[config.mk]
export PLATFORM = sky130hd
export DESIGN_NAME = if_scratch_loader
export DESIGN_NICKNAME = d
export VERILOG_FILES = /design/src/rtl/if_scratch_loader.sv
export SDC_FILE = /design/constraint.sdc
export NUM_CORES = 1
export LEC_CHECK = 0
export BUFFER_PORTS_ARGS = -buffer_cell sky130_fd_sc_hd__buf_2
export CAP_MARGIN = 15
export CORE_ASPECT_RATIO = 1.2
export CORE_UTILIZATION = 30
export CTS_BUF_LIST = sky130_fd_sc_hd__clkbuf_8
export DETAILED_ROUTE_END_ITERATION = 12
export PLACE_DENSITY = 0.54
export SYNTH_ARGS = -nofsm -noshare
export SYNTH_HDL_FRONTEND = slang
export SYNTH_SLANG_ARGS = --single-unit
[constraint.sdc]
create_clock -name clk -period 5 [get_ports clk]
set_clock_uncertainty 0.1 [all_clocks]
set_input_delay 0.75 -clock clk [delete_from_list [all_inputs] [get_ports clk]]
set_output_delay 0.75 -clock clk [all_outputs]
set_load 0.01 [all_outputs]
[src/rtl/if_scratch_loader.sv]
// -----------------------------------------------------------------------------
// if_scratch_loader
//
// Streams one input-feature row at a time into the IF scratchpad. The
// scratchpad is used as a circular buffer. A write pointer (wp) tracks where
// the next element lands. A retire base (rb) marks the oldest resident
// element. The loader raises win_valid while a full filter window of
// FILT_SIZE elements is resident starting at win_base. The consumer answers
// with win_done. Each retire drops min(stride, occupancy) elements. Once the
// row's last element has arrived and no further window fits, the leftover
// tail is flushed, row_end pulses, and the loader accepts the next row.
//
// Optional feature (compile-time macro IF_LOADER_STATS_EN):
//   defined   -> win_count counts retired windows, saturating at 16'hFFFF,
//                and is cleared only by reset.
//   undefined -> win_count is tied to zero and no counter is built.
//
// Ports
//   clk        clock, single domain
//   rst        synchronous, active-low reset
//   stride     window advance, sampled on a row's first accepted element
//              (0 behaves as 1)
//   in_valid   upstream element valid
//   in_ready   loader can accept an element
//   in_data    element data
//   in_last    marks the final element of a row
//   sc_wen     scratch write enable
//   sc_waddr   scratch write address
//   sc_din     scratch write data
//   win_valid  FILT_SIZE elements starting at win_base are resident
//   win_base   address of the window's first element
//   win_done   consumer finished the current window
//   row_end    one-cycle pulse when a row has been fully retired
//   occupancy  resident element count
//   win_count  retired-window count (zero unless IF_LOADER_STATS_EN is defined)
// -----------------------------------------------------------------------------
module if_scratch_loader #(
  parameter int ADDR_LEN      = 4,
  parameter int SCRATCH_DEPTH = 16,
  parameter int SCRATCH_WIDTH = 8,
  parameter int FILT_SIZE     = 4
) (
  input  logic                     clk,
  input  logic                     rst,
  input  logic [ADDR_LEN-1:0]      stride,
  input  logic                     in_valid,
  output logic                     in_ready,
  input  logic [SCRATCH_WIDTH-1:0] in_data,
  input  logic                     in_last,
  output logic                     sc_wen,
  output logic [ADDR_LEN-1:0]      sc_waddr,
  output logic [SCRATCH_WIDTH-1:0] sc_din,
  output logic                     win_valid,
  output logic [ADDR_LEN-1:0]      win_base,
  input  logic                     win_done,
  output logic                     row_end,
  output logic [ADDR_LEN:0]        occupancy,
  output logic [15:0]              win_count
);

  localparam int OCC_W = ADDR_LEN + 1;
  localparam logic [OCC_W-1:0] DEPTH_O = OCC_W'(SCRATCH_DEPTH);
  localparam logic [OCC_W-1:0] FILT_O  = OCC_W'(FILT_SIZE);
  localparam logic [OCC_W:0]   DEPTH_S = (OCC_W + 1)'(SCRATCH_DEPTH);

  typedef enum logic [1:0] {
    IDLE  = 2'd0,
    FILL  = 2'd1,
    DRAIN = 2'd2,
    FLUSH = 2'd3
  } state_t;

  state_t state_reg, state_next;

  logic [ADDR_LEN-1:0] wp_reg, wp_next;
  logic [ADDR_LEN-1:0] rb_reg, rb_next;
  logic [ADDR_LEN-1:0] stride_reg, stride_next;
  logic [OCC_W-1:0]    occ_reg, occ_next;

  logic             accept;
  logic             retire;
  logic [OCC_W-1:0] adv;

  // Circular-buffer add. base < DEPTH and inc <= DEPTH, so the sum is below
  // 2*DEPTH. One conditional subtraction therefore wraps it back into range.
  function automatic logic [ADDR_LEN-1:0] wrap_add(
    input logic [ADDR_LEN-1:0] base,
    input logic [OCC_W-1:0]    inc
  );
    logic [OCC_W:0] sum;
    sum = {2'b00, base} + {1'b0, inc};
    if (sum >= DEPTH_S) begin
      sum = sum - DEPTH_S;
    end
    return ADDR_LEN'(sum);
  endfunction

  // ---------------------------------------------------------------------------
  // FSM: state register
  // ---------------------------------------------------------------------------
  always_ff @(posedge clk) begin
    if (!rst) begin
      state_reg <= IDLE;
    end else begin
      state_reg <= state_next;
    end
  end

  // ---------------------------------------------------------------------------
  // FSM: next-state logic
  // ---------------------------------------------------------------------------
  always_comb begin
    state_next = state_reg;
    unique case (state_reg)
      IDLE: begin
        if (accept) begin
          state_next = in_last ? DRAIN : FILL;
        end
      end
      FILL: begin
        if (accept && in_last) begin
          state_next = DRAIN;
        end
      end
      DRAIN: begin
        // This looks at the post-retire count. The flush therefore follows
        // directly on the cycle that retires the last complete window.
        if (occ_next < FILT_O) begin
          state_next = FLUSH;
        end
      end
      FLUSH: begin
        state_next = IDLE;
      end
      default: state_next = IDLE;
    endcase
  end

  // ---------------------------------------------------------------------------
  // FSM: outputs
  // ---------------------------------------------------------------------------
  always_comb begin
    in_ready  = 1'b0;
    win_valid = 1'b0;
    row_end   = 1'b0;
    unique case (state_reg)
      IDLE: begin
        in_ready = (occ_reg < DEPTH_O);
      end
      FILL: begin
        in_ready  = (occ_reg < DEPTH_O);
        win_valid = (occ_reg >= FILT_O);
      end
      DRAIN: begin
        win_valid = (occ_reg >= FILT_O);
      end
      FLUSH: begin
        row_end = 1'b1;
      end
      default: begin
        in_ready = 1'b0;
      end
    endcase
  end

  // ---------------------------------------------------------------------------
  // Write path and retire handshake
  // ---------------------------------------------------------------------------
  assign accept   = in_valid & in_ready;
  assign retire   = win_done & win_valid;
  // A stride longer than what is resident skips elements. The advance is
  // capped at occupancy so that rb never passes wp.
  assign adv      = ({1'b0, stride_reg} < occ_reg) ? {1'b0, stride_reg} : occ_reg;

  assign sc_wen    = accept;
  assign sc_waddr  = wp_reg;
  assign sc_din    = in_data;
  assign win_base  = rb_reg;
  assign occupancy = occ_reg;

  always_comb begin
    wp_next     = wp_reg;
    rb_next     = rb_reg;
    occ_next    = occ_reg;
    stride_next = stride_reg;

    if (accept) begin
      wp_next = wrap_add(wp_reg, OCC_W'(1));
    end

    // The stride is captured once per row, on the row's first element.
    if ((state_reg == IDLE) && accept) begin
      stride_next = (stride == '0) ? ADDR_LEN'(1) : stride;
    end

    if (state_reg == FLUSH) begin
      // Discard the tail that cannot form a full window.
      rb_next  = wrap_add(rb_reg, occ_reg);
      occ_next = '0;
    end else begin
      if (retire) begin
        rb_next = wrap_add(rb_reg, adv);
      end
      occ_next = occ_reg + OCC_W'(accept) - (retire ? adv : '0);
    end
  end

  always_ff @(posedge clk) begin
    if (!rst) begin
      wp_reg     <= '0;
      rb_reg     <= '0;
      occ_reg    <= '0;
      stride_reg <= ADDR_LEN'(1);
    end else begin
      wp_reg     <= wp_next;
      rb_reg     <= rb_next;
      occ_reg    <= occ_next;
      stride_reg <= stride_next;
    end
  end

  // ---------------------------------------------------------------------------
  // Optional retired-window statistics
  // ---------------------------------------------------------------------------
`ifdef IF_LOADER_STATS_EN
  logic [15:0] win_count_reg, win_count_next;

  always_comb begin
    win_count_next = win_count_reg;
    if (retire && (win_count_reg != 16'hFFFF)) begin
      win_count_next = win_count_reg + 16'd1;
    end
  end

  always_ff @(posedge clk) begin
    if (!rst) begin
      win_count_reg <= '0;
    end else begin
      win_count_reg <= win_count_next;
    end
  end

  assign win_count = win_count_reg;
`else
  assign win_count = '0;
`endif

endmodule

==> results of run 1 <==
==> layout make-up <==
class | count | area, um2 | area share
timing repair buffer | 25 | 125 | 0.0760
inverter | 10 | 37.5 | 0.0228
tap | 60 | 75.1 | 0.0456
clock buffer | 3 | 41.3 | 0.0251
clock inverter | 1 | 5.00 | 0.00304
sequential | 19 | 380 | 0.231
multi-input combinational | 137 | 982 | 0.597
==> where the power goes <==
part | internal [mW] | switching, mW
Combinational | 0.236 | 0.297
Clock | 0.0557 | 0.0596
Sequential | 0.191 | 0.0427
Total | 0.483 | 0.399
==> worst reg2reg max path, delay by kind of cell (launching register included) <==
| family | cells | cell delay, ps |
|---|---|---|
| buf+inv | 2 | 140 |
| compound gates | 7 | 1530 |
| fa+ha+maj | 4 | 1110 |
| simple gates | 3 | 420 |
| xor+xnor | 1 | 120 |
| flops | 1 | 400 |
==> kinds of logic after synthesis <==
group | synth area share
buf+inv | 0.157
compound gates | 0.187
fa+ha+maj | 0.179
flops | 0.246
simple gates | 0.160
other cells | 0.00242
xor+xnor | 0.0565
mux | 0.0129
==> stage by stage <==
stage	setup slack (ps)	util	total power, mW
2_1_floorplan	1270	-	0.681
3_3_place_gp	1110	0.324	0.768
4_1_cts	1030	0.333	0.892
5_1_grt	777	0.333	0.979
3_5_place_dp	1050	0.324	0.773
6_report	1060	0.333	0.882
==> path summary, 6_finish.rpt <==
check / start / to / slack [ps] / cells after the start
setup / recovery: occupancy[2] / state_reg[1] / 1060 / 17
hold / removal: win_base[3] / win_base[3] / 390 / 2
setup reg to reg: occupancy[2] / state_reg[1] / 1060 / 17
hold reg to reg: win_base[3] / win_base[3] / 390 / 2
==> cell usage in the layout, fill, tap and decap left out, types with 2 or more instances in the layout <==
cell,synthesis,final
dfxtp_1,19,19
nor2b_1,3,3
conb_1,1,16
ha_1,19,19
o221a_2,2,2
clkbuf_8,0,3
and3_1,3,3
nor3_1,2,2
buf_2,2,25
a21oi_1,6,6
o21ai_0,12,12
mux2i_1,2,2
nand2b_1,2,2
xnor2_1,7,7
nand3_1,3,3
and2_1,4,4
nand2_1,19,19
a21boi_0,5,5
a221oi_2,2,2
a21o_1,4,4
nor2_1,11,11
inv_1,10,10
xor2_1,3,3
fa_1,2,2
==> layer usage <==
metal  share of wire  wire length [um]
met5               0                 0
met4           0.019                57
met3           0.048               144
met2            0.47              1410
met1            0.46              1370
==> impl_metrics.toml, run 1 <==
[run_status]
status = "finished, final reports clean"

[floorplanning]
row_count = 28
start_util = 0.314
io_pins = 58
die_w_um = 67.6
core_um2 = 4940
die_h_um = 80.7
dieArea_um2 = 5460

[layout]
final_nets = 234
instances_no_fill = 255
syn2layout_area_growth_pct = 6.30
fin_area_um2 = 1650
antenna_cells = 0
drive_gt1_frac = 0.195
largest_reg_flops = 5
fillers = 548

[synth]
synth_most_common_cell = "buf_4"
synthTopCellsByArea = "dfxtp_1 (25%), ha_1 (15%), buf_4 (12%), nand2_1 (4.6%), xnor2_1 (4.0%)"
ys_ff_latch = 19
synth-async-reset-ratio = 0
synth_cells = 179
synth-main-ff-cell = "dfxtp_1"
ys_types = 36
yosysTopAreaCellShare = 0.246
synthTopCellsByCount = "buf_4 (24), dfxtp_1 (19), ha_1 (19), nand2_1 (19), o21ai_0 (12)"
yosysTopAreaCell = "dfxtp_1"
syn_area_um2 = 1550
synth_edf_count = 0
seq_area_frac_synth = 0.246
yosys_warnings = 0
syn_avg_cell_area_um2 = 8.65

[drt]
drc = 0
drt-total-wl_um = 2980
num_vias = 1158
ant_nets = 0
first_pass_iters = 4
viasPerCell = 4.54
wl_per_cell_um = 11.7
drt-initial-drc-count = 15

[critical_path]
crit_family = "compound AO/OA/AOI/OAI gates"
crit_top_cell = "ha_1"
crit_arrival_ps = 4000
path_cells = "inv_1 -> ha_1 -> a2111oi_4 -> or3_1 -> nor2_1 -> a21oi_1 -> nor2b_1 -> ha_1 -> inv_1 -> ha_1 -> fa_1 -> a21o_1 -> a21oi_1 -> xnor2_1 -> a311oi_2 -> a221oi_2 -> o221a_2"
critical_path.slowest_cell = "fa_1"
cp_num_buf_inv = 2
cp-start-kind = "register"
crit_required_ps = 5060
endpoint_kind = "register"
crit_fanout = 9
crit_path_max_incr_delay_ps = 410
path_class = "reg -> reg"

[clock_tree]
clock-root-buffer = "clkbuf_8"
cts_sinks = 19
cts-htree-levels = 1
ctsResizeCount = 0
numCtsBuffers = 3
cts_tree = "built"
post-cts-setup-buffers = 0
clk_latency_ps = 270
cts_buffer_depth = 2
cts_hold_buffers = 0
clk_pin_slew_ps = 80

[timing]
period_needed_ps = 3940
setup_viol = 0
final.period_utilization = 0.787
clock.fmax_mhz = 254
hold_violations = 0
fin_setup_tns_ps = 0
tightest_slew_ps = 505
hold-worst-slack_ps = 387
drv_slew = 0
slew_headroom = 0.662
rsz0062_at_grt = "false"

[hold_path]
hold_class = "reg -> reg"

[grt]
grt_max_degree = 19
grt_pass1_vias = 1099
grt-ovfl-total = 0
use_met3 = 0.0213
grt_util_all_layers = 0.123
met2_usage = 0.202
antenna_found_initial = 0
top_usage_layer = "met2"
grt_use_met1 = 0.151
grt_pass1_wl_um = 4960

[placement]
dp_cells = 251
numPortBuffers = 25
dp_hpwl_um = 2360
gp_congestion = 0.766
dpl_cell_area_um2 = 1600

[power]
p_leak_nw = 0.794
power_density_nw_per_um2 = 536
max-vdd-ir-drop_uv = 222

[job]
drv_cap = 0
(Power assumes the default switching activity.)
==> run 2, diff against run 1 <==
--- a/config.mk
+++ b/config.mk
@@ -11,7 +11,7 @@
 export CORE_UTILIZATION = 30
 export CTS_BUF_LIST = sky130_fd_sc_hd__clkbuf_8
 export DETAILED_ROUTE_END_ITERATION = 12
-export PLACE_DENSITY = 0.54
+export PLACE_DENSITY = 0.56
 export SYNTH_ARGS = -nofsm -noshare
 export SYNTH_HDL_FRONTEND = slang
 export SYNTH_SLANG_ARGS = --single-unit
==> constraint.sdc (replaced) <==
create_clock -name clk -period 3.4 [get_ports clk]
set_clock_uncertainty 0.1 [all_clocks]
set_input_delay 0.51 -clock clk [delete_from_list [all_inputs] [get_ports clk]]
set_output_delay 0.51 -clock clk [all_outputs]
set_load 0.01 [all_outputs]
==> impl_metrics.toml, run 2 (same netlist as run 1, synthesis figures left out) <==
[drt]
drt-initial-drc-count = 26
viasPerCell = 4.43
drc = 0
first_pass_iters = 4
drt-total-wl_um = 3230
num_vias = 1227
ant_nets = 0
wl_per_cell_um = 11.7

[floorplanning]
dieArea_um2 = 5460
row_count = 28
die_h_um = 80.7
core_um2 = 4940
io_pins = 58
start_util = 0.314
die_w_um = 67.6

[clock_tree]
clk_latency_ps = 260
cts-htree-levels = 1
numCtsBuffers = 3
clock-root-buffer = "clkbuf_8"
cts_sinks = 19
cts_buffer_depth = 2
cts_tree = "built"
clk_pin_slew_ps = 80

[grt]
grt_max_degree = 19
antenna_found_initial = 0
grt-ovfl-total = 0
grt_pass1_wl_um = 5380
grt_pass1_vias = 1201
grt_util_all_layers = 0.134

[timing]
hold-worst-slack_ps = 386
period_needed_ps = 3550
final.period_utilization = 1.04
drv_slew = 0
rsz0062_at_grt = "true"
fin_setup_tns_ps = -244
hold_violations = 0
fin_ws_ps = -146
setup_viol = 2
clock.fmax_mhz = 282

[layout]
multi_input_area_um2 = 1080
instances_no_fill = 277
drive_gt1_frac = 0.369
final_util = 0.390
fillers = 495
final_nets = 256
layout_common_cells = "buf_2 (25), buf_4 (22), nand2_1 (19)"
seqCellArea_um2 = 389
antenna_cells = 0
final_common_cell = "buf_2"
syn2layout_area_growth_pct = 24.3
largest_reg_flops = 5

[placement]
dp_hpwl_um = 2550
numPortBuffers = 25
dp_cells = 269
gp_congestion = 0.804

[critical_path]
crit_fanout = 6
critical_path.slowest_cell = "or3_4"
crit_arrival_ps = 3610
reg2reg_slack_ps = -150
endpoint_kind = "register"
crit_path_max_incr_delay_ps = 400
path_cells = "inv_4 -> ha_4 -> o21a_1 -> nor2_2 -> or3_4 -> a21oi_2 -> nor2b_1 -> ha_1 -> inv_2 -> ha_4 -> fa_2 -> a21o_1 -> a21oi_2 -> xnor2_2 -> a311oi_2 -> buf_4 -> a21o_1 -> o221a_2"
crit_required_ps = 3460
path_class = "reg -> reg"
cp-start-kind = "register"

[job]
drv_cap = 0

[run_status]
violations = "negative setup slack"
status = "complete, but fails checks"

[power]
power_density_nw_per_um2 = 837
max-vdd-ir-drop_uv = 424
p_leak_nw = 0.912

[hold_path]
hold_class = "reg -> reg"
run 2: timing repair:
item | in CTS | in global routing
hold buffers | 0 | 0
pin swaps | 4 | 4
setup endpoints to repair | 2 | 2
endpoints found under the hold margin | 0 | 0
resized for setup | 9 | 3
buffers inserted | 2 | 2
run 2: final timing paths:
path	startpoint	end	cells past startpoint
worst max-delay path	occupancy[3]	state_reg[1]	18
worst min-delay path	win_base[3]	win_base[3]	2
worst max register to register	occupancy[3]	state_reg[1]	18
worst min register to register	win_base[3]	win_base[3]	2
run 2: where the power goes:
part / total, mW / switching (mW) / internal, mW
sequential: 0.331 / 0.0462 / 0.285
combinational: 1.11 / 0.537 / 0.575
clock: 0.169 / 0.0872 / 0.0817
run 2: routing by layer:
metal | part of all wire | track usage
met1 | 0.44 | 0.159
met2 | 0.51 | 0.229
met3 | 0.028 | 0.0199
met4 | 0.017 | 0.0660
met5 | 0 | 0
run 2: final cells by class:
class,instances,area share
multi-input cells,137,0.563
flip-flops and latches,19,0.202
repair buffers,47,0.151
well taps,60,0.0390
clock buffers,3,0.0214
inverters,10,0.0208
clock inverters,1,0.00260
run 2: worst max-delay path: cells and delay by family, from the launching register on:
kind,cells,cell delay [ps]
and+or+nand+nor,3,490
AOI/OAI and AO/OA,7,1060
adders and majority gates,4,1030
xor gates and xnor gates,1,140
DFF,1,360
buffers and inverters,3,250
run 2: metrics by stage:
stage	instance area [um2]	worst slack [ps]	power, mW
2_1_floorplan	1650	-147	1.04
3_3_place_gp	1780	-234	1.29
3_5_place_dp	1780	-246	1.30
4_1_cts	1890	-114	1.58
5_1_grt	1930	-320	1.78
6_report	1930	-146	1.61
==> run 3, diff against run 2 <==
--- a/config.mk
+++ b/config.mk
@@ -5,6 +5,7 @@
 export SDC_FILE = /design/constraint.sdc
 export NUM_CORES = 1
 export LEC_CHECK = 0
+export ABC_AREA = 1
 export BUFFER_PORTS_ARGS = -buffer_cell sky130_fd_sc_hd__buf_2
 export CAP_MARGIN = 15
 export CORE_ASPECT_RATIO = 1.2
==> impl_metrics.toml, run 3 <==
[run_status]
status = "finished, final reports clean"

[timing]
hold-worst-slack_ps = 398
drv_slew = 0
hold_violations = 0
setup_viol = 0
final.period_utilization = 0.927
period_needed_ps = 3150
clock.fmax_mhz = 317
fin_setup_tns_ps = 0

[floorplanning]
io_pins = 58
start_util = 0.315
core_um2 = 4970
die_h_um = 81.1
die_w_um = 67.9
dieArea_um2 = 5510
row_count = 28

[drt]
viasPerCell = 4.37
wl_per_cell_um = 10.7
num_vias = 1294
drc = 0
drt-initial-drc-count = 21
ant_nets = 0
drt-total-wl_um = 3160
first_pass_iters = 4

[layout]
drive_gt1_frac = 0.246
final_nets = 275
antenna_cells = 0
final_common_cell = "nand2_1"
instances_no_fill = 296
layout_common_cells = "nand2_1 (32), inv_1 (30), buf_2 (25)"
syn2layout_area_growth_pct = 11.4
largest_reg_flops = 5

[synth]
ys_types = 31
syn_area_um2 = 1570
synth-async-reset-ratio = 0
synth_most_common_cell = "nand2_1"
syn_avg_cell_area_um2 = 7.28
yosys_warnings = 0
seq_area_frac_synth = 0.243
synth_cells = 215
synth-main-ff-cell = "dfxtp_1"
synthTopCellsByCount = "nand2_1 (33), inv_1 (30), buf_4 (24)"
synthTopCellsByArea = "dfxtp_1 (24%), ha_1 (15%), buf_4 (12%), nand2_1 (7.9%), inv_1 (7.2%)"
synth_edf_count = 0
ys_ff_latch = 19
yosysTopAreaCell = "dfxtp_1"
yosysTopAreaCellShare = 0.243

[placement]
numPortBuffers = 25
dp_cells = 291
dp_hpwl_um = 2540
gp_congestion = 0.810

[grt]
grt_max_degree = 15
grt-ovfl-total = 0
grt_util_all_layers = 0.126
grt_pass1_wl_um = 5290
antenna_found_initial = 0
grt_pass1_vias = 1163

[critical_path]
crit_required_ps = 3460
crit_fanout = 7
path_class = "reg -> reg"
cp-start-kind = "register"
critical_path.slowest_cell = "dfxtp_2"
crit_path_max_incr_delay_ps = 390
cp_num_buf_inv = 3
path_cells = "inv_1 -> ha_1 -> nand2_1 -> inv_1 -> nand3_2 -> nand3_4 -> nand2_1 -> o21ai_2 -> nor2_1 -> ha_1 -> inv_1 -> ha_1 -> fa_2 -> nand2_1 -> nand2_1 -> nand2_1 -> nand3_1 -> nand3_1 -> nand3_1 -> nand2_1 -> nand2_2 -> nor2_1 -> nor2_1"
crit_arrival_ps = 3210
crit_top_cell = "nand2_1"
crit_family = "simple AND/OR/NAND/NOR gates"
endpoint_kind = "register"
reg2reg_slack_ps = 250

[power]
internal_power_mw = 0.806
power_density_nw_per_um2 = 913
max-vdd-ir-drop_uv = 410
power_switching_mw = 0.786
power.total_mw = 1.59
power.share.clock = 0.102
p_sw_frac = 0.494
power_frac_comb = 0.672
p_leak_nw = 0.895
seqPwrFrac = 0.227

[clock_tree]
cts_tree = "built"
clock-root-buffer = "clkbuf_8"
cts_buffer_depth = 2
numCtsBuffers = 3
clk_latency_ps = 260
clk_pin_slew_ps = 80
cts-htree-levels = 1
cts_sinks = 19
cts_hold_buffers = 0

[job]
drv_cap = 0

[hold_path]
hold_class = "reg -> reg"
==> run 3: timing repair <==
action,CTS,global route
setup endpoints to repair,0,2
setup buffers,0,1
gates resized for setup,0,11
==> run 3: tightest hold or removal path, delay by kind of cell, from the launching register on <==
family                 cells  cell delay [ps]
AOI/OAI and AO/OA          1               60
buffers and inverters      1               70
DFF                        1              330
==> run 3: path summary, 6_finish.rpt <==
| check | start | end | depth (start not counted) |
|---|---|---|---|
| max | occupancy[1] | state_reg[1] | 23 |
| min | sc_waddr[0] | sc_waddr[0] | 2 |
| max reg2reg | occupancy[1] | state_reg[1] | 23 |
| min reg2reg | sc_waddr[0] | sc_waddr[0] | 2 |
==> run 3: cells by family after synthesis <==
| kind of cell | count (synthesis) | share of synthesized area |
|---|---|---|
| simple gates | 80 | 0.241 |
| buf+inv | 60 | 0.203 |
| compound gates | 32 | 0.122 |
| fa+ha+maj | 21 | 0.177 |
| flops | 19 | 0.243 |
| xor+xnor | 2 | 0.0112 |
| other cells | 1 | 0.00240 |
==> run 3: final cells by class <==
type | count | area, um2
Inverter | 34 | 128
Sequential cell | 19 | 383
Tap cell | 60 | 75.1
Clock inverter | 1 | 5.00
Multi-Input combinational cell | 151 | 965
Fill cell | 529 | 3230
Clock buffer | 3 | 41.3
Timing Repair Buffer | 28 | 148
==> run 3: power groups by stage <==
stage               Sequential, mW  Combinational [mW]  Clock [mW]
global placement             0.360               0.995           0
finish                       0.361                1.07       0.162
global route                 0.372                1.24       0.180
CTS                          0.355                1.01       0.168
detailed placement           0.359                1.00           0
floorplan                    0.369               0.778           0
==> run 3: through the flow <==
step,area [um2],setup slack (ps),util
CTS,1690,13.9,0.340
floorplan,1620,243,-
detailed placement,1650,40.3,0.331
global placement,1650,157,0.331
finish,1740,248,0.351
global route,1740,-9.14,0.351
==> run 3: routing by layer <==
layer	track usage	share of wire	wire [um]	vias to the layer above
met3	0.0197	0.043	137	4
li1	-	-	-	688
met1	0.161	0.47	1490	576
met4	0.0458	0.013	42	0
met2	0.208	0.47	1490	26
met5	0	0	0	-
